--- src/rtl/hilo_div_unit_pkg.sv ---
// Shared definitions for the HI/LO register pair and its iterative divider.
package hilo_div_unit_pkg;

    typedef enum logic [1:0] {
        DivIdle = 2'd0,
        DivZero = 2'd1,
        DivRun  = 2'd2,
        DivDone = 2'd3
    } div_state_e;

    localparam logic DivStart    = 1'b1;
    localparam logic DivStop     = 1'b0;
    localparam logic WriteEnable = 1'b1;
    localparam logic RstEnable   = 1'b1;

    // Widest supported word; users cast it down to their WIDTH.
    localparam logic [63:0] ZeroWord = 64'h0;

endpackage

--- src/rtl/hilo_div_unit_div_core.sv ---
// Iterative radix-2 restoring divider, signed or unsigned, one quotient bit per cycle.
module div_core
    import hilo_div_unit_pkg::*;
#(
    parameter int WIDTH = 32
) (
    input  logic             clk,
    input  logic             rst,
    input  logic             start_i,
    input  logic             signed_i,
    input  logic [WIDTH-1:0] a_i,
    input  logic [WIDTH-1:0] b_i,
    input  logic             cancel_i,
    output logic             busy_o,
    output logic             result_valid_o,
    output logic             dz_o,
    output logic [WIDTH-1:0] quot_o,
    output logic [WIDTH-1:0] rem_o
);

    localparam int CNT_W = $clog2(WIDTH) + 1;
    localparam logic [CNT_W-1:0] LastCnt = CNT_W'(WIDTH - 1);

    div_state_e       state_q, state_d;
    logic [CNT_W-1:0] cnt_q, cnt_d;
    logic [WIDTH-1:0] quot_q, quot_d;
    logic [WIDTH-1:0] rem_q, rem_d;
    logic [WIDTH-1:0] dvsr_q, dvsr_d;
    logic             q_neg_q, q_neg_d;
    logic             r_neg_q, r_neg_d;
    logic             dz_q, dz_d;

    logic             a_neg, b_neg;
    logic [WIDTH:0]   shifted;
    logic [WIDTH:0]   trial;

    always_comb begin
        state_d = state_q;
        cnt_d   = cnt_q;
        quot_d  = quot_q;
        rem_d   = rem_q;
        dvsr_d  = dvsr_q;
        q_neg_d = q_neg_q;
        r_neg_d = r_neg_q;
        dz_d    = dz_q;

        a_neg   = signed_i & a_i[WIDTH-1];
        b_neg   = signed_i & b_i[WIDTH-1];
        // The quotient register doubles as the dividend shifter: its MSB feeds the remainder.
        shifted = {rem_q, quot_q[WIDTH-1]};
        trial   = shifted - {1'b0, dvsr_q};

        unique case (state_q)
            DivIdle: begin
                if (start_i == DivStart && cancel_i == DivStop) begin
                    quot_d  = a_neg ? -a_i : a_i;
                    dvsr_d  = b_neg ? -b_i : b_i;
                    rem_d   = '0;
                    cnt_d   = '0;
                    q_neg_d = a_neg ^ b_neg;
                    r_neg_d = a_neg;
                    dz_d    = (b_i == '0);
                    state_d = (b_i == '0) ? DivZero : DivRun;
                end
            end
            DivZero: begin
                state_d = cancel_i ? DivIdle : DivDone;
            end
            DivRun: begin
                if (cancel_i) begin
                    state_d = DivIdle;
                end else begin
                    if (trial[WIDTH]) begin
                        rem_d  = shifted[WIDTH-1:0];
                        quot_d = {quot_q[WIDTH-2:0], 1'b0};
                    end else begin
                        rem_d  = trial[WIDTH-1:0];
                        quot_d = {quot_q[WIDTH-2:0], 1'b1};
                    end
                    if (cnt_q == LastCnt) begin
                        state_d = DivDone;
                    end else begin
                        cnt_d = cnt_q + 1'b1;
                    end
                end
            end
            DivDone: begin
                state_d = DivIdle;
            end
            default: state_d = DivIdle;
        endcase
    end

    always_ff @(posedge clk) begin
        if (rst == RstEnable) begin
            state_q <= DivIdle;
            cnt_q   <= '0;
            quot_q  <= '0;
            rem_q   <= '0;
            dvsr_q  <= '0;
            q_neg_q <= 1'b0;
            r_neg_q <= 1'b0;
            dz_q    <= 1'b0;
        end else begin
            state_q <= state_d;
            cnt_q   <= cnt_d;
            quot_q  <= quot_d;
            rem_q   <= rem_d;
            dvsr_q  <= dvsr_d;
            q_neg_q <= q_neg_d;
            r_neg_q <= r_neg_d;
            dz_q    <= dz_d;
        end
    end

    assign busy_o         = (state_q != DivIdle);
    assign result_valid_o = (state_q == DivDone);
    assign dz_o           = dz_q;
    assign quot_o         = q_neg_q ? -quot_q : quot_q;
    assign rem_o          = r_neg_q ? -rem_q : rem_q;

endmodule

--- src/rtl/hilo_div_unit.sv ---
// HI/LO special registers with direct writes and an attached iterative divider.
module hilo_div_unit
    import hilo_div_unit_pkg::*;
#(
    parameter int WIDTH = 32
) (
    input  logic             clk,
    input  logic             rst,
    input  logic             hi_we,
    input  logic             lo_we,
    input  logic [WIDTH-1:0] hi_i,
    input  logic [WIDTH-1:0] lo_i,
    input  logic             div_start,
    input  logic             div_signed,
    input  logic [WIDTH-1:0] div_a,
    input  logic [WIDTH-1:0] div_b,
    input  logic             div_cancel,
    output logic             busy,
    output logic             done,
    output logic             div_by_zero,
    output logic [WIDTH-1:0] hi_o,
    output logic [WIDTH-1:0] lo_o
);

    logic [WIDTH-1:0] hi_q, hi_d;
    logic [WIDTH-1:0] lo_q, lo_d;
    logic             done_q, done_d;
    logic             dz_q, dz_d;

    logic             core_valid;
    logic             core_dz;
    logic [WIDTH-1:0] core_quot;
    logic [WIDTH-1:0] core_rem;
    logic             div_commit;

    div_core #(
        .WIDTH (WIDTH)
    ) u_div_core (
        .clk            (clk),
        .rst            (rst),
        .start_i        (div_start),
        .signed_i       (div_signed),
        .a_i            (div_a),
        .b_i            (div_b),
        .cancel_i       (div_cancel),
        .busy_o         (busy),
        .result_valid_o (core_valid),
        .dz_o           (core_dz),
        .quot_o         (core_quot),
        .rem_o          (core_rem)
    );

    // Divider result overrides any direct write landing on the same edge.
    always_comb begin
        div_commit = core_valid & ~core_dz;
        hi_d       = hi_q;
        lo_d       = lo_q;
        if (hi_we == WriteEnable) hi_d = hi_i;
        if (lo_we == WriteEnable) lo_d = lo_i;
        if (div_commit) begin
            hi_d = core_rem;
            lo_d = core_quot;
        end
        done_d = core_valid;
        dz_d   = core_valid & core_dz;
    end

    always_ff @(posedge clk) begin
        if (rst == RstEnable) begin
            hi_q   <= WIDTH'(ZeroWord);
            lo_q   <= WIDTH'(ZeroWord);
            done_q <= 1'b0;
            dz_q   <= 1'b0;
        end else begin
            hi_q   <= hi_d;
            lo_q   <= lo_d;
            done_q <= done_d;
            dz_q   <= dz_d;
        end
    end

    assign hi_o        = hi_q;
    assign lo_o        = lo_q;
    assign done        = done_q;
    assign div_by_zero = dz_q;

endmodule

--- config.mk ---
export PLATFORM = sky130hd
export DESIGN_NAME = hilo_div_unit
export DESIGN_NICKNAME = d
export VERILOG_FILES = /design/src/rtl/hilo_div_unit_pkg.sv /design/src/rtl/hilo_div_unit_div_core.sv /design/src/rtl/hilo_div_unit.sv
export SDC_FILE = /design/constraint.sdc
export NUM_CORES = 1
export LEC_CHECK = 0
export BUFFER_PORTS_ARGS = -buffer_cell sky130_fd_sc_hd__buf_2
export CAP_MARGIN = 20
export CELL_PAD_IN_SITES_DETAIL_PLACEMENT = 2
export CELL_PAD_IN_SITES_GLOBAL_PLACEMENT = 2
export CORE_UTILIZATION = 34
export CTS_BUF_LIST = sky130_fd_sc_hd__clkbuf_4
export DETAILED_ROUTE_END_ITERATION = 10
export PLACE_DENSITY = 0.83
export RECOVER_POWER = 50
export SYNTH_ARGS = -nofsm -noshare
export SYNTH_HDL_FRONTEND = slang
export SYNTH_SLANG_ARGS = --single-unit
--- constraint.sdc ---
create_clock -name clk -period 4 [get_ports clk]
set_input_delay 1 -clock clk [delete_from_list [all_inputs] [get_ports clk]]
set_output_delay 1 -clock clk [all_outputs]
set_load 0.005 [all_outputs]
==> results of run 1 <==
-- stage by stage --
stage          setup WS [ps]  util (%)  hold slack [ps]  power [uW]
2_1_floorplan            723         -              432        4160
3_3_place_gp             419      38.8              448        4980
3_5_place_dp             225      38.8              449        5140
4_1_cts                  198      39.8              470        6410
5_1_grt                 39.6      39.8              526        6800
6_report                 199      39.8              469        6370
-- worst register-to-register path, cell delays in order, from the launching register on --
cell and delay (ps):
dfxtp_1 530, ha_1 360, a21oi_1 300, o21ai_0 220
a21o_1 230, a211oi_1 500, o21a_1 290, o311a_2 670
buf_12 280, mux2i_1 220, o21ai_0 110
-- state kept, by name (all words and copies together) (netlist names), 2 cells and up --
name                count
lo_o                   32
u_div_core.cnt_q        6
u_div_core.quot_q      32
u_div_core.state_q      2
u_div_core.dvsr_q      32
hi_o                   32
u_div_core.rem_q       32
-- layout make-up --
class	count	area, um2	share of cell area (%)
repair buffers	228	1190	8.91
clock inverters	14	204	1.53
multi-input cells	1178	7560	56.5
flip-flops and latches	173	3460	25.9
diodes	1	2.50	0.0187
clock buffers	18	135	1.01
inverters	68	255	1.91
well taps	448	561	4.19
-- metal layers --
metal / track usage, % / up-vias
met1: 35.4 / 5807
met2: 39.1 / 244
li1: - / 5708
met4: 6.05 / 0
met5: 0 / -
met3: 2.57 / 32
-- placed cells by master (no fill, tap or decap), types with 23 or more instances in the layout --
master / count
a211oi_1: 90
a21oi_1: 110
buf_2: 156
buf_4: 23
clkbuf_1: 44
dfxtp_1: 173
ha_1: 40
inv_1: 68
mux2i_1: 62
nand2_1: 182
nand2b_1: 26
nand3_1: 34
nor2_1: 128
nor3_1: 23
o21ai_0: 103
o31ai_1: 26
xnor2_1: 95
xor2_1: 45
-- how the worst min path moves through the flow --
stage | from | end | depth (start not counted)
2_1_floorplan | u_div_core.dvsr_q[16] | u_div_core.dvsr_q[16] | 2
5_1_grt | u_div_core.dvsr_q[31] | u_div_core.dvsr_q[31] | 2
3_3_place_gp | u_div_core.dvsr_q[31] | u_div_core.dvsr_q[31] | 2
4_1_cts | u_div_core.dvsr_q[31] | u_div_core.dvsr_q[31] | 2
6_report | u_div_core.dvsr_q[31] | u_div_core.dvsr_q[31] | 2
3_5_place_dp | u_div_core.dvsr_q[31] | u_div_core.dvsr_q[31] | 2
-- power groups by stage --
stage | Sequential, uW | Clock [uW] | Combinational (uW)
floorplan | 2170 | 0 | 2000
global placement | 2230 | 0 | 2760
detailed placement | 2250 | 0 | 2890
CTS | 2210 | 1280 | 2930
global route | 2250 | 1330 | 3230
finish | 2210 | 1240 | 2920
-- cell families (layout without fill, tap and decap cells) --
group / count (synthesis) / count (layout) / share of synthesized area, %
AND/OR/NAND/NOR: 496 / 496 / 20.0
AO/OA/AOI/OAI: 438 / 438 / 24.4
flip-flops: 173 / 173 / 29.8
buffers and inverters: 165 / 328 / 5.34
XOR/XNOR: 140 / 140 / 10.6
multiplexers: 62 / 62 / 5.34
adder cells (fa/ha/maj): 42 / 42 / 4.59
other: 0 / 1 / 0
==> impl_metrics.py, run 1 <==
metrics = {
    "run_status": {
        "status": "complete, but fails checks",
        "violations": "max-capacitance violations, max-slew violations",
    },
    "yosys": {
        "netlist_top_cells_area": "dfxtp_1 30%, xnor2_1 7.2%, nand2_1 5.9%, a211oi_1 5.8%, mux2i_1 5.3%",
        "yosysWarnings": 0,
        "synth_top_area_cell": "dfxtp_1",
        "async_reset_ff_share_pct": 0,
        "syn-instance-count": 1516,
        "netlist.area_leader.share_pct": 29.8,
        "syn-cell-area_mm2": 0.0116,
        "yosysMostFrequentCell": "nand2_1",
        "syn-num-nets": 1693,
        "synth.distinct_cells": 63,
        "synth_edf_count": 0,
        "syn_avg_cell_area_um2": 7.66,
        "ys_top_cells_by_count": "182 x nand2_1, 173 x dfxtp_1, 130 x nor2_1, 110 x a21oi_1, 103 x o21ai_0",
        "ys.flop_type": "dfxtp_1",
        "synth-seq-cells": 173,
        "ys_seq_area_share_pct": 29.8,
    },
    "timing": {
        "rsz0062_at_grt": "false",
        "setup_viol": 0,
        "period_share_pct": 95.0,
        "finalCriticalPeriod_ps": 3800,
        "tns_ps": 0,
        "tightestPinTransition_ps": 1820,
        "clock_skew_ps": 43.1,
        "hold_viol": 0,
        "maxSlewViolCount": 112,
        "fmaxAchievable_mhz": 263,
        "relSlewSlack_pct": -21.5,
    },
    "place": {
        "dp_cells": 2093,
        "portBuffers": 201,
        "placed_area_mm2": 0.0131,
        "dpl.hpwl_mm": 32.3,
        "place.gp.congestion": 0.864,
    },
    "pwr": {
        "powerDensity_mw_per_mm2": 476,
        "p_clk_share_pct": 19.5,
        "ir_drop_v": 0.000208,
        "pwr-share-seq_pct": 34.7,
        "p_switching_uw": 2810,
        "power_frac_comb_pct": 45.8,
        "p_sw_share_pct": 44.1,
        "intPower_uw": 3560,
        "static-leakage-power_uw": 0.00542,
    },
    "detailed_routing": {
        "avgRoutedWirePerCell_um": 20.2,
        "vias": 11800,
        "routed_wl_mm": 42.9,
        "ant_nets": 0,
        "dr_wl_met2_mm": 19.2,
        "drtIter0Drc": 600,
        "vias_per_cell": 5.54,
        "wl_met1_mm": 21.8,
        "drc_errors": 0,
        "met3WireLength_mm": 1.42,
        "routed.top_layer": "met4",
        "first_pass_iters": 5,
    },
    "critical_path": {
        "critPathCapture": "u_div_core.rem_q[28]",
        "worstSetupEndpointType": "register",
        "reg2reg_slack_ps": 200,
        "arrival_ps": 4320,
        "crit_family": "compound AO/OA/AOI/OAI gates",
        "rr_worst_depth": 10,
        "reg2reg_from": "u_div_core.rem_q[10]",
        "cp_slowest_cell": "o311a_2",
        "slowest_delay_ps": 670,
        "crit_path_max_fanout": 30,
        "crit_path_frequent_cell": "o21ai_0",
        "worstReg2RegEnd": "u_div_core.rem_q[28]",
        "cp_num_buf_inv": 1,
        "cp-startpoint": "u_div_core.rem_q[10]",
        "required_ps": 4520,
        "critical_path_depth": 10,
        "crit_chain": "ha_1, a21oi_1, o21ai_0, a21o_1, a211oi_1, o21a_1, o311a_2, buf_12, mux2i_1, o21ai_0",
        "start_kind": "register",
        "worstSetupPathType": "register to register",
    },
    "die": {
        "dieHeight_um": 187,
        "die-width_um": 187,
        "die-area_mm2": 0.0349,
        "rows": 67,
        "initial_core_util_pct": 34.6,
        "num_io_pins": 202,
        "core_area_mm2": 0.0336,
    },
    "clock_network": {
        "post_cts_buffers": 0,
        "htree_levels": 4,
        "clock_sinks": 173,
        "cts_tree": "built",
        "clkTransAtPathRegs_ps": 170,
        "clk_path_buf_depth": 2,
        "cts_resized": 0,
        "cts_buffers": 17,
        "root_buffer": "clkbuf_4",
        "holdBufCountCts": 0,
        "clkLatencyLatePin_ps": 650,
    },
    "layout": {
        "n_fill_cell": 3981,
        "stdcell_area_mm2": 0.0134,
        "syn_to_final_growth_pct": 15.1,
        "layout-drive-gt1-share_pct": 14.2,
        "fin_nets": 1843,
        "final_cell_count_no_fill": 2128,
    },
    "global_route": {
        "antenna_found_initial": 1,
        "grt_max_degree": 85,
        "grt_pass1_vias": 12600,
        "grt_usage_pct": 24.6,
        "grt_pass1_wl_mm": 69.3,
        "grt_overflow": 0,
    },
    "hold_path": {
        "min_path_type": "register to register",
    },
    "flow_run": {
        "max-cap-violations": 2,
    },
}
Power figures use the tool's default switching activity.
==> inputs of run 2 (changes only) <==
==> constraint.sdc (replaced) <==
create_clock -name clk -period 4 [get_ports clk]
set_input_delay 0.2 -clock clk [delete_from_list [all_inputs] [get_ports clk]]
set_output_delay 0.2 -clock clk [all_outputs]
set_load 0.005 [all_outputs]
==> run 2 against run 1 <==
  * The run still ends with max-capacitance violations, max-slew violations left
  * Clock skew decreased by 9.5 ps
  * Final area grew 6.1%
  * Sequential cell count did not move
  * Register-to-register slack improved by 250 ps
  * Non-clock buffer count is 91 higher
  * First-iteration DRC count fell by 5.8%
  * Final cell count up 4.4%
  * Sequential power barely moved
  * Via count increased by 5.0%
  * Combinational power is 5% higher
  * Utilization is 2.4 points higher
==> impl_metrics.py, run 2 (synthesized netlist as in run 1, its figures left out) <==
metrics = {
    "hold_path": {
        "hold_depth": 5,
        "worstHoldEndpoint": "u_div_core.quot_q[6]",
        "min_path_type": "input port to register",
        "hold_start": "div_a[6]",
    },
    "timing": {
        "setup_viol": 0,
        "fmaxAchievable_mhz": 282,
        "tightestPinTransition_ps": 2310,
        "hold_viol": 0,
        "finalCriticalPeriod_ps": 3550,
        "tns_ps": 0,
        "period_share_pct": 88.7,
        "rsz0062_at_grt": "false",
        "clock_skew_ps": 33.6,
        "relSlewSlack_pct": -54.2,
        "maxSlewViolCount": 177,
    },
    "global_route": {
        "grt_max_degree": 102,
        "grt_usage_pct": 27.2,
        "grt_pass1_wl_mm": 76.2,
        "grt_overflow": 0,
        "grt_pass1_vias": 13600,
        "antenna_found_initial": 3,
    },
    "die": {
        "die-area_mm2": 0.0349,
        "core_area_mm2": 0.0336,
        "num_io_pins": 202,
        "rows": 67,
        "die-width_um": 187,
        "initial_core_util_pct": 34.6,
        "dieHeight_um": 187,
    },
    "critical_path": {
        "rr_worst_depth": 11,
        "reg2reg_slack_ps": 450,
        "required_ps": 4580,
        "reg2reg_from": "u_div_core.rem_q[0]",
        "worstReg2RegEnd": "u_div_core.rem_q[31]",
        "start_kind": "register",
        "arrival_ps": 4130,
        "worstSetupEndpointType": "register",
        "worstSetupPathType": "register to register",
        "crit_path_max_fanout": 30,
    },
    "detailed_routing": {
        "first_pass_iters": 4,
        "avgRoutedWirePerCell_um": 21.3,
        "drtIter0Drc": 565,
        "ant_nets": 0,
        "drc_errors": 0,
        "vias_per_cell": 5.57,
        "routed_wl_mm": 47.4,
        "vias": 12400,
    },
    "pwr": {
        "total_power_uw": 6310,
        "ir_drop_v": 0.000261,
        "powerDensity_mw_per_mm2": 445,
        "static-leakage-power_uw": 0.00570,
    },
    "clock_network": {
        "cts_resized": 0,
        "clk_path_buf_depth": 2,
        "htree_levels": 4,
        "clock_sinks": 173,
        "root_buffer": "clkbuf_4",
        "clkLatencyLatePin_ps": 640,
        "cts_buffers": 17,
        "clkTransAtPathRegs_ps": 160,
        "cts_tree": "built",
    },
    "place": {
        "place.gp.congestion": 0.840,
        "placed_area_mm2": 0.0130,
        "dp_cells": 2091,
        "portBuffers": 201,
        "dpl.hpwl_mm": 33.0,
    },
    "layout": {
        "fin_nets": 1934,
        "final-seq-area_mm2": 0.00346,
        "final_cell_mix": "182 x nand2_1, 173 x dfxtp_1, 153 x buf_2",
        "multi_input_area_mm2": 0.00756,
        "syn_to_final_growth_pct": 22.1,
        "layout-drive-gt1-share_pct": 12.9,
        "stdcell_area_mm2": 0.0142,
        "n_fill_cell": 3869,
        "final_common_cell": "nand2_1",
        "final_cell_count_no_fill": 2222,
    },
    "run_status": {
        "violations": "max-capacitance violations, max-slew violations",
        "status": "complete, but fails checks",
    },
    "flow_run": {
        "max-cap-violations": 3,
    },
}
[run 2: layout make-up]
cell class | count | area share (%)
clock buffer | 18 | 0.952
multi-input combinational | 1178 | 53.3
inverter | 68 | 1.80
timing repair buffer | 319 | 14.7
tap | 448 | 3.95
sequential | 173 | 24.4
clock inverter | 14 | 0.846
antenna | 4 | 0.0705
[run 2: report_power, final]
group	switching (uW)	leakage [uW]	internal, uW
logic	1930	0.00416	1140
clock network	706	0.000126	313
registers	254	0.00141	1970
total	2890	0.00570	3430
[run 2: how the worst max path moves through the flow]
stage | start | to | slack, ps | depth (start not counted)
after global routing | u_div_core.state_q[0] | u_div_core.dvsr_q[12] | 290 | 7
after detailed placement | u_div_core.rem_q[0] | u_div_core.rem_q[31] | 530 | 11
after CTS | u_div_core.rem_q[0] | u_div_core.rem_q[31] | 480 | 11
after floorplan | u_div_core.quot_q[31] | u_div_core.rem_q[30] | 990 | 13
final | u_div_core.rem_q[0] | u_div_core.rem_q[31] | 450 | 11
after global placement | u_div_core.quot_q[31] | u_div_core.rem_q[31] | 690 | 12
[run 2: routing by layer]
metal	wire, um	GRT usage [%]	vias up
met5	0	0	-
met2	22500	46.8	266
met3	1520	3.47	45
li1	-	-	5901
met4	791	5.90	0
met1	22600	36.2	6172
[run 2: repair_timing]
action                                 4_1_cts  5_1_grt
setup endpoints to repair                    0        0
hold buffers                                94        1
buffers inserted                             0        0
endpoints found under the hold margin       93        1
[run 2: critical path, stage by stage, from the launching register on]
cell and delay [ps]:
dfxtp_1 490, inv_1 130, fa_1 480, nand2b_1 200, a21oi_1 300, o2111a_1 280, a211oi_1 90, o21a_1 260
o311a_2 490, buf_12 190, or4b_1 510, nand2_1 70
[run 2: per-stage QoR]
step                      setup slack, ps  util, %  hold WS, ps
final                                 453     42.2         13.1
after global routing                  288     42.2         10.3
after CTS                             475     42.4         1.96
after detailed placement              525     38.8          456
after global placement                693     38.8          442
after floorplan                       989        -          336
